===== config.mk =====
export PLATFORM = sky130hd
export DESIGN_NAME = exec_muldiv_unit
export DESIGN_NICKNAME = d
export VERILOG_FILES = /design/src/rtl/exec_muldiv_unit.sv
export SDC_FILE = /design/constraint.sdc
export NUM_CORES = 1
export LEC_CHECK = 0
export CAP_MARGIN = 20
export CELL_PAD_IN_SITES_DETAIL_PLACEMENT = 0
export CELL_PAD_IN_SITES_GLOBAL_PLACEMENT = 1
export CORE_MARGIN = 1.5
export CORE_UTILIZATION = 35
export CTS_CLUSTER_SIZE = 16
export DETAILED_ROUTE_END_ITERATION = 7
export GPL_ROUTABILITY_DRIVEN = 0
export GPL_TIMING_DRIVEN = 0
export PLACE_DENSITY_LB_ADDON = 0.1
export SYNTH_ARGS = -nofsm -noshare
export SYNTH_HDL_FRONTEND = slang
export SYNTH_SLANG_ARGS = --single-unit

===== constraint.sdc =====
create_clock -name clk -period 21.8 [get_ports clk]
set_input_delay 6.54 -clock clk [delete_from_list [all_inputs] [get_ports clk]]
set_output_delay 6.54 -clock clk [all_outputs]
set_load 0.02 [all_outputs]

===== src/rtl/exec_muldiv_unit.sv =====
// exec_muldiv_unit: iterative integer multiply/divide execution unit.
// One operand bit is processed per BUSY cycle (shift-add multiply,
// restoring divide on magnitudes); signs are applied when the result is
// presented in DONE.
// Optional feature macro: MULDIV_EARLY_OUT_EN (divide-by-zero / signed
// overflow skip BUSY; multiply stops once the remaining multiplier bits are zero).
//
// Handshakes: a uop transfers on a rising edge where state is IDLE,
// u_valid=1 and flush=0 (u_stall is high in every other state). A result
// transfers on a rising edge where d_valid=1 and d_stall=0; while d_stall=1
// the result outputs are held. flush overrides both handshakes.
module exec_muldiv_unit #(
    parameter int XLEN  = 32,
    parameter int TAG_W = 5
) (
    input  logic             clk,
    input  logic             rst,
    input  logic             u_valid,
    output logic             u_stall,
    input  logic [2:0]       op,
    input  logic [XLEN-1:0]  s1,
    input  logic [XLEN-1:0]  s2,
    input  logic [TAG_W-1:0] rd_in,
    input  logic             flush,
    output logic             d_valid,
    input  logic             d_stall,
    output logic [TAG_W-1:0] rd_out,
    output logic [XLEN-1:0]  rd_val,
    output logic [1:0]       flags,
    output logic [1:0]       state_dbg
);

    typedef enum logic [1:0] {
        IDLE = 2'd0,
        BUSY = 2'd1,
        DONE = 2'd2
    } state_t;

    localparam int CNT_W = $clog2(XLEN + 1);
    localparam logic [XLEN-1:0] MIN_NEG = {1'b1, {(XLEN-1){1'b0}}};

    state_t state, state_nx;

    // latched uop
    logic [2:0]       op_q;
    logic [TAG_W-1:0] rd_q;
    logic [XLEN-1:0]  s1_q;
    logic             neg_q;   // product / quotient must be negated
    logic             rneg_q;  // remainder must be negated
    logic             dz_q;    // divide by zero
    logic             ovf_q;   // signed divide overflow

    // datapath
    logic [2*XLEN-1:0] acc;    // product accumulator
    logic [2*XLEN-1:0] mc;     // multiplicand (shifts left) / divisor in low half
    logic [XLEN-1:0]   mp;     // multiplier (shifts right) / dividend->quotient
    logic [XLEN-1:0]   rem;    // partial remainder
    logic [CNT_W-1:0]  cnt;

    // operand decode at accept
    logic            is_div, a_signed, b_signed, a_neg, b_neg;
    logic            div_zero, div_ovf, accept;
    logic [XLEN-1:0] a_mag, b_mag;

    // one restoring-divide step
    logic [XLEN:0]   shifted;
    logic            ge;
    logic [XLEN-1:0] sub;

    // multiply termination
    logic [XLEN-1:0] mp_shr;
    logic            last, mul_done;

    // result formation
    logic [2*XLEN-1:0] prod_c;
    logic [XLEN-1:0]   mul_res, quo_c, rem_c, quo_res, rem_res, result;

    // Decode operand signedness and magnitudes for an incoming uop
    always_comb begin
        is_div   = op[2];
        a_signed = (op == 3'd1) || (op == 3'd2) || (op == 3'd4) || (op == 3'd6);
        b_signed = (op == 3'd1) || (op == 3'd4) || (op == 3'd6);
        a_neg    = a_signed && s1[XLEN-1];
        b_neg    = b_signed && s2[XLEN-1];
        a_mag    = a_neg ? -s1 : s1;
        b_mag    = b_neg ? -s2 : s2;
        div_zero = is_div && (s2 == '0);
        div_ovf  = is_div && b_signed && (s1 == MIN_NEG) && (s2 == '1);
        accept   = (state == IDLE) && u_valid && !flush;
    end

    // Per-cycle arithmetic step helpers
    always_comb begin
        shifted = {rem, mp[XLEN-1]};
        ge      = shifted >= {1'b0, mc[XLEN-1:0]};
        sub     = shifted[XLEN-1:0] - mc[XLEN-1:0];
        mp_shr  = mp >> 1;
        last    = (cnt == CNT_W'(XLEN - 1));
`ifdef MULDIV_EARLY_OUT_EN
        mul_done = !op_q[2] && (mp_shr == '0);
`else
        mul_done = 1'b0;
`endif
    end

    // State register
    always_ff @(posedge clk or posedge rst) begin
        if (rst) state <= IDLE;
        else     state <= state_nx;
    end

    // Next-state logic; flush beats both accept and d_stall
    always_comb begin
        state_nx = state;
        case (state)
            IDLE: begin
                if (accept) begin
                    state_nx = BUSY;
`ifdef MULDIV_EARLY_OUT_EN
                    if (div_zero || div_ovf) state_nx = DONE;
`endif
                end
            end
            BUSY: begin
                if (flush)                 state_nx = IDLE;
                else if (last || mul_done) state_nx = DONE;
            end
            DONE: begin
                if (flush || !d_stall) state_nx = IDLE;
            end
            default: state_nx = IDLE;
        endcase
    end

    // Latch the uop on accept, then advance one bit per BUSY cycle
    always_ff @(posedge clk or posedge rst) begin
        if (rst) begin
            op_q   <= '0;
            rd_q   <= '0;
            s1_q   <= '0;
            neg_q  <= 1'b0;
            rneg_q <= 1'b0;
            dz_q   <= 1'b0;
            ovf_q  <= 1'b0;
            acc    <= '0;
            mc     <= '0;
            mp     <= '0;
            rem    <= '0;
            cnt    <= '0;
        end else if (accept) begin
            op_q   <= op;
            rd_q   <= rd_in;
            s1_q   <= s1;
            neg_q  <= a_neg ^ b_neg;
            rneg_q <= a_neg;
            dz_q   <= div_zero;
            ovf_q  <= div_ovf;
            acc    <= '0;
            rem    <= '0;
            cnt    <= '0;
            mp     <= is_div ? a_mag : b_mag;
            mc     <= {{XLEN{1'b0}}, (is_div ? b_mag : a_mag)};
        end else if (state == BUSY) begin
            cnt <= cnt + 1'b1;
            if (op_q[2]) begin
                rem <= ge ? sub : shifted[XLEN-1:0];
                mp  <= {mp[XLEN-2:0], ge};
            end else begin
                if (mp[0]) acc <= acc + mc;
                mc <= mc << 1;
                mp <= mp_shr;
            end
        end
    end

    // Sign correction and special-case override, visible only in DONE
    always_comb begin
        prod_c  = neg_q ? -acc : acc;
        mul_res = (op_q[1:0] == 2'b00) ? prod_c[XLEN-1:0] : prod_c[2*XLEN-1:XLEN];
        quo_c   = neg_q ? -mp : mp;
        rem_c   = rneg_q ? -rem : rem;
        quo_res = quo_c;
        rem_res = rem_c;
        if (dz_q) begin
            quo_res = '1;
            rem_res = s1_q;
        end else if (ovf_q) begin
            quo_res = s1_q;
            rem_res = '0;
        end
        result    = op_q[2] ? (op_q[1] ? rem_res : quo_res) : mul_res;
        d_valid   = (state == DONE);
        u_stall   = (state != IDLE);
        rd_val    = d_valid ? result : '0;
        rd_out    = d_valid ? rd_q : '0;
        flags     = d_valid ? {(result == '0), result[XLEN-1]} : 2'b00;
        state_dbg = state;
    end

endmodule


==> results.md, run 1 <==
* Period utilisation layout at 58.5%
* Synth cell types at 84
* CTS root buffer: clkbuf_16
* Number of synthesized register bits at 244
* Top cells by area, synth: dfrtp_1, nand2_1, o21ai_0
* Fillers at 6269
* Cts repair resizes at 0
* Worst min path class: flop to flop
* Synth top area share at 28.2%
* Final Hold Violating Endpoints at 0
* Outcome: complete, no violations
* Clk sinks at 244
* Crit-path most repeated cell: clkbuf_1
* Die Wd at 252 um
* Die footprint at 63300 um2
* Placement Cell Area at 23900 um2
* Max-slew violations at 0
* Final clock skew at 20.1 ps
* Reg clk slew, reported paths at 70 ps
* Vias in the first global route at 21300
* Hold endpoint: rd_q[3]
* Final instance area at 25000 um2
* Unrepaired setup endpoints after global routing: no
* Ant. Diodes at 0
* Vert. Die Dim at 252 um
* Min-Delay Path Depth at 2
* Clock power share at 19.4%
* CP arrival at 6220 ps
* R2R cell count at 15
* DR iter-0 viols at 2530
* Worst vdd ir at 73.9 uV
* Sw power at 1.46 mW
* Initial antenna violation count at 1
* WS Path Type: flop to primary output
* Multi-input logic area at 14600 um2
* Pin count of the biggest net entering global routing at 112
* Max cap viols at 0
* Hpwl dp at 78500 um
* Maximum clock path buffer count at 3
* Highest-count cells in the layout ignoring fill and taps: nand2_1, o21ai_0, dfrtp_1, a21oi_1, nor2_1
* Static leakage at 10.6 nW
* Final setup viols at 0
* H-Tree Depth at 1
* Largest area contributor in the netlist: dfrtp_1
* CTS buffer count at 31
* Worst Setup Start Kind: flop
* Register area at 6110 um2
* Layout Cells excl Fill at 3753
* Final hold slack at 471 ps
* CTS tree: yes
* Most common cell after layout, fill and taps aside: nand2_1
* Final ANT Viol Nets at 0
* Syn Inst Count at 2793
* Vias per cell at 5.97
* GRT overflow at 0
* FF-to-FF Start: mc[1]
* First-pass GRT wire length at 141000 um
* Synth warn at 0
* Critical Path Fanout Max at 10
* Crit path required time at 15260 ps
* PD cells at 119 nW/um2
* Routed wire length at 96800 um
* Mapped Avg Cell Area at 7.75 um2
* Placed cell count at 3697
* Reg2reg end: rem[30]
* Post-synth EDFFs at 0
* Syn_nets at 2974
* Worst-Margin Slew at 1170 ps
* Critical Path Max Stage Delay at 690 ps
* Primary FF master, synth: dfrtp_1
* Drt drc at 0
* I/O Buffers at 119
* Setup bufs post-CTS at 0
* Hold Crit Start: rd_q[3]
* DR vias at 22400
* Core Area at 60700 um2
* Async set-reset flop share out of synthesis at 100%
* Drt wl/cell at 25.8 um
* Synthesis-to-finish area growth at 15.5%
* Total GRT Usage at 29.9%
* Critical path cell sequence: clkbuf_1, clkbuf_1, clkbuf_1, clkbuf_1, clkbuf_1, o41ai_1, xor2_1, nand2_1, o2111ai_1, o21ai_0, nand4b_1, nor4_2, clkdlybuf4s50_1
* R2R setup slack at 16970 ps
* Slew headroom at 22.2%
* Seq pwr share at 26.1%
* Initial DRT Pass Iterations at 7
* CP endpoint kind: primary output
* CP max-delay cell: clkdlybuf4s50_1
* CTS Hold Bufs at 0
* Switching Fraction at 49.2%
* FMAX at 0.0784 GHz
* TNS Setup at 0 ps
* Worst-Skew Late Latency at 610 ps
* Logic gate share of total power at 54.6%
* Seq/Total Area, Yosys at 28.2%
* Rows at 90
* Ports at 120
* Layout Nets at 3129
* Layout cells sized above 1 at 3.60%
* Int Power at 1.51 mW
* Initial Util at 35.6%
* Mapped cell area at 21600 um2
* Min cycle time layout at 12760 ps
==> sequential cells by signal (all words and copies together), names as in the netlist <==
register   cells
rd_q           5
op_q           3
mc            64
acc           64
dz_q           1
mp            32
neg_q          1
rem           32
s1_q          32
state_dbg      2
rneg_q         1
ovf_q          1
cnt            6
==> per-layer routing <==
metal	part of all wire, %	global-route usage [%]	wire, um	vias up
li1	-	-	-	10400
met1	43	39.3	41400	10900
met2	45	47.9	43100	902
met3	6.4	3.67	6230	199
met4	6.2	15.7	6030	0
met5	0	0	0	-
==> power by group through the flow <==
stage | combinational (mW) | sequential, mW | clock, mW
finish | 1.62 | 0.772 | 0.574
global route | 1.76 | 0.777 | 0.598
CTS | 1.59 | 0.763 | 0.582
detailed placement | 1.58 | 0.770 | 0
global placement | 1.57 | 0.770 | 0
floorplan | 1.14 | 0.663 | 0
==> synthesized netlist by cell type, drive strengths merged (6+ instances only) <==
cell type  number
o21ai         294
buf            21
o211ai         53
a211oi         21
a221o           9
o221ai         12
and3           15
nand2b         22
o31a            6
or2            20
inv            88
a21oi         190
nand2         432
o21bai         10
nand4          34
o31ai          60
a21o           52
nor2          183
nor3b           6
or3            37
o22ai           8
nor3           40
o21a           18
nor2b          20
ha            102
a221oi          7
or4            30
o41ai          27
mux2i          72
dfrtp         244
nand3          70
xor2          135
clkbuf        146
a22o           33
a211o          14
nor4           25
xnor2         122
o2111ai         7
and2           18
a31oi          19
a2111oi         6
==> how the worst max path moves through the flow <==
stage,startpoint,end,cells after the start
floorplan,rst,acc[0],1
global placement,rst,rem[11],2
detailed placement,neg_q,flags[1],13
CTS,neg_q,flags[1],13
global route,neg_q,flags[1],13
finish,neg_q,flags[1],13
==> stage by stage <==
stage	worst slack (ps)	total power [mW]	utilization, %
after detailed placement	9950	2.35	39.3
after global routing	8940	3.14	41.2
after CTS	9290	2.93	41.2
after floorplan	8560	1.81	-
final	9040	2.96	41.2
after global placement	4880	2.34	39.2
==> cell families after synthesis <==
group	Yosys count	share of synthesized area, %
flip-flops	244	28.2
buffers and inverters	255	4.51
adder cells (fa/ha/maj)	104	6.08
AO/OA/AOI/OAI	887	26.3
AND/OR/NAND/NOR	973	21.1
XOR/XNOR	257	10.4
multiplexers	73	3.38
==> worst max-delay path: cells and delay by family, from the launching register on <==
kind            cells  cell delay (ps)
simple gates        3              810
compound gates      3              620
flops               1              330
xor+xnor            1              300
buf+inv             6             3550
==> final cells by class <==
class,instances,share of cell area (%)
multi-input combinational,2294,58.2
sequential,244,24.4
timing repair buffer,122,5.03
tap,782,3.91
clock buffer,38,3.41
buffer,167,2.58
inverter,88,1.35
clock inverter,18,1.03
(Power assumes the default switching activity.)
==> run 2, diff against run 1 <==
==> constraint.sdc (replaced) <==
create_clock -name clk -period 10.6 [get_ports clk]
set_input_delay 3.18 -clock clk [delete_from_list [all_inputs] [get_ports clk]]
set_output_delay 3.18 -clock clk [all_outputs]
set_load 0.02 [all_outputs]
==> results of run 2 <==
The final DEF is identical to that of run 1. Status: complete, no violations.
Main changes from that run: setup slack after placement 9950 ps -> 2110 ps; setup slack after layout 9040 ps -> 1200 ps; register-to-register setup slack 16970 ps -> 5770 ps; total power 2.96 mW -> 6.09 mW; worst IR drop on VDD 73.9 uV -> 152 uV
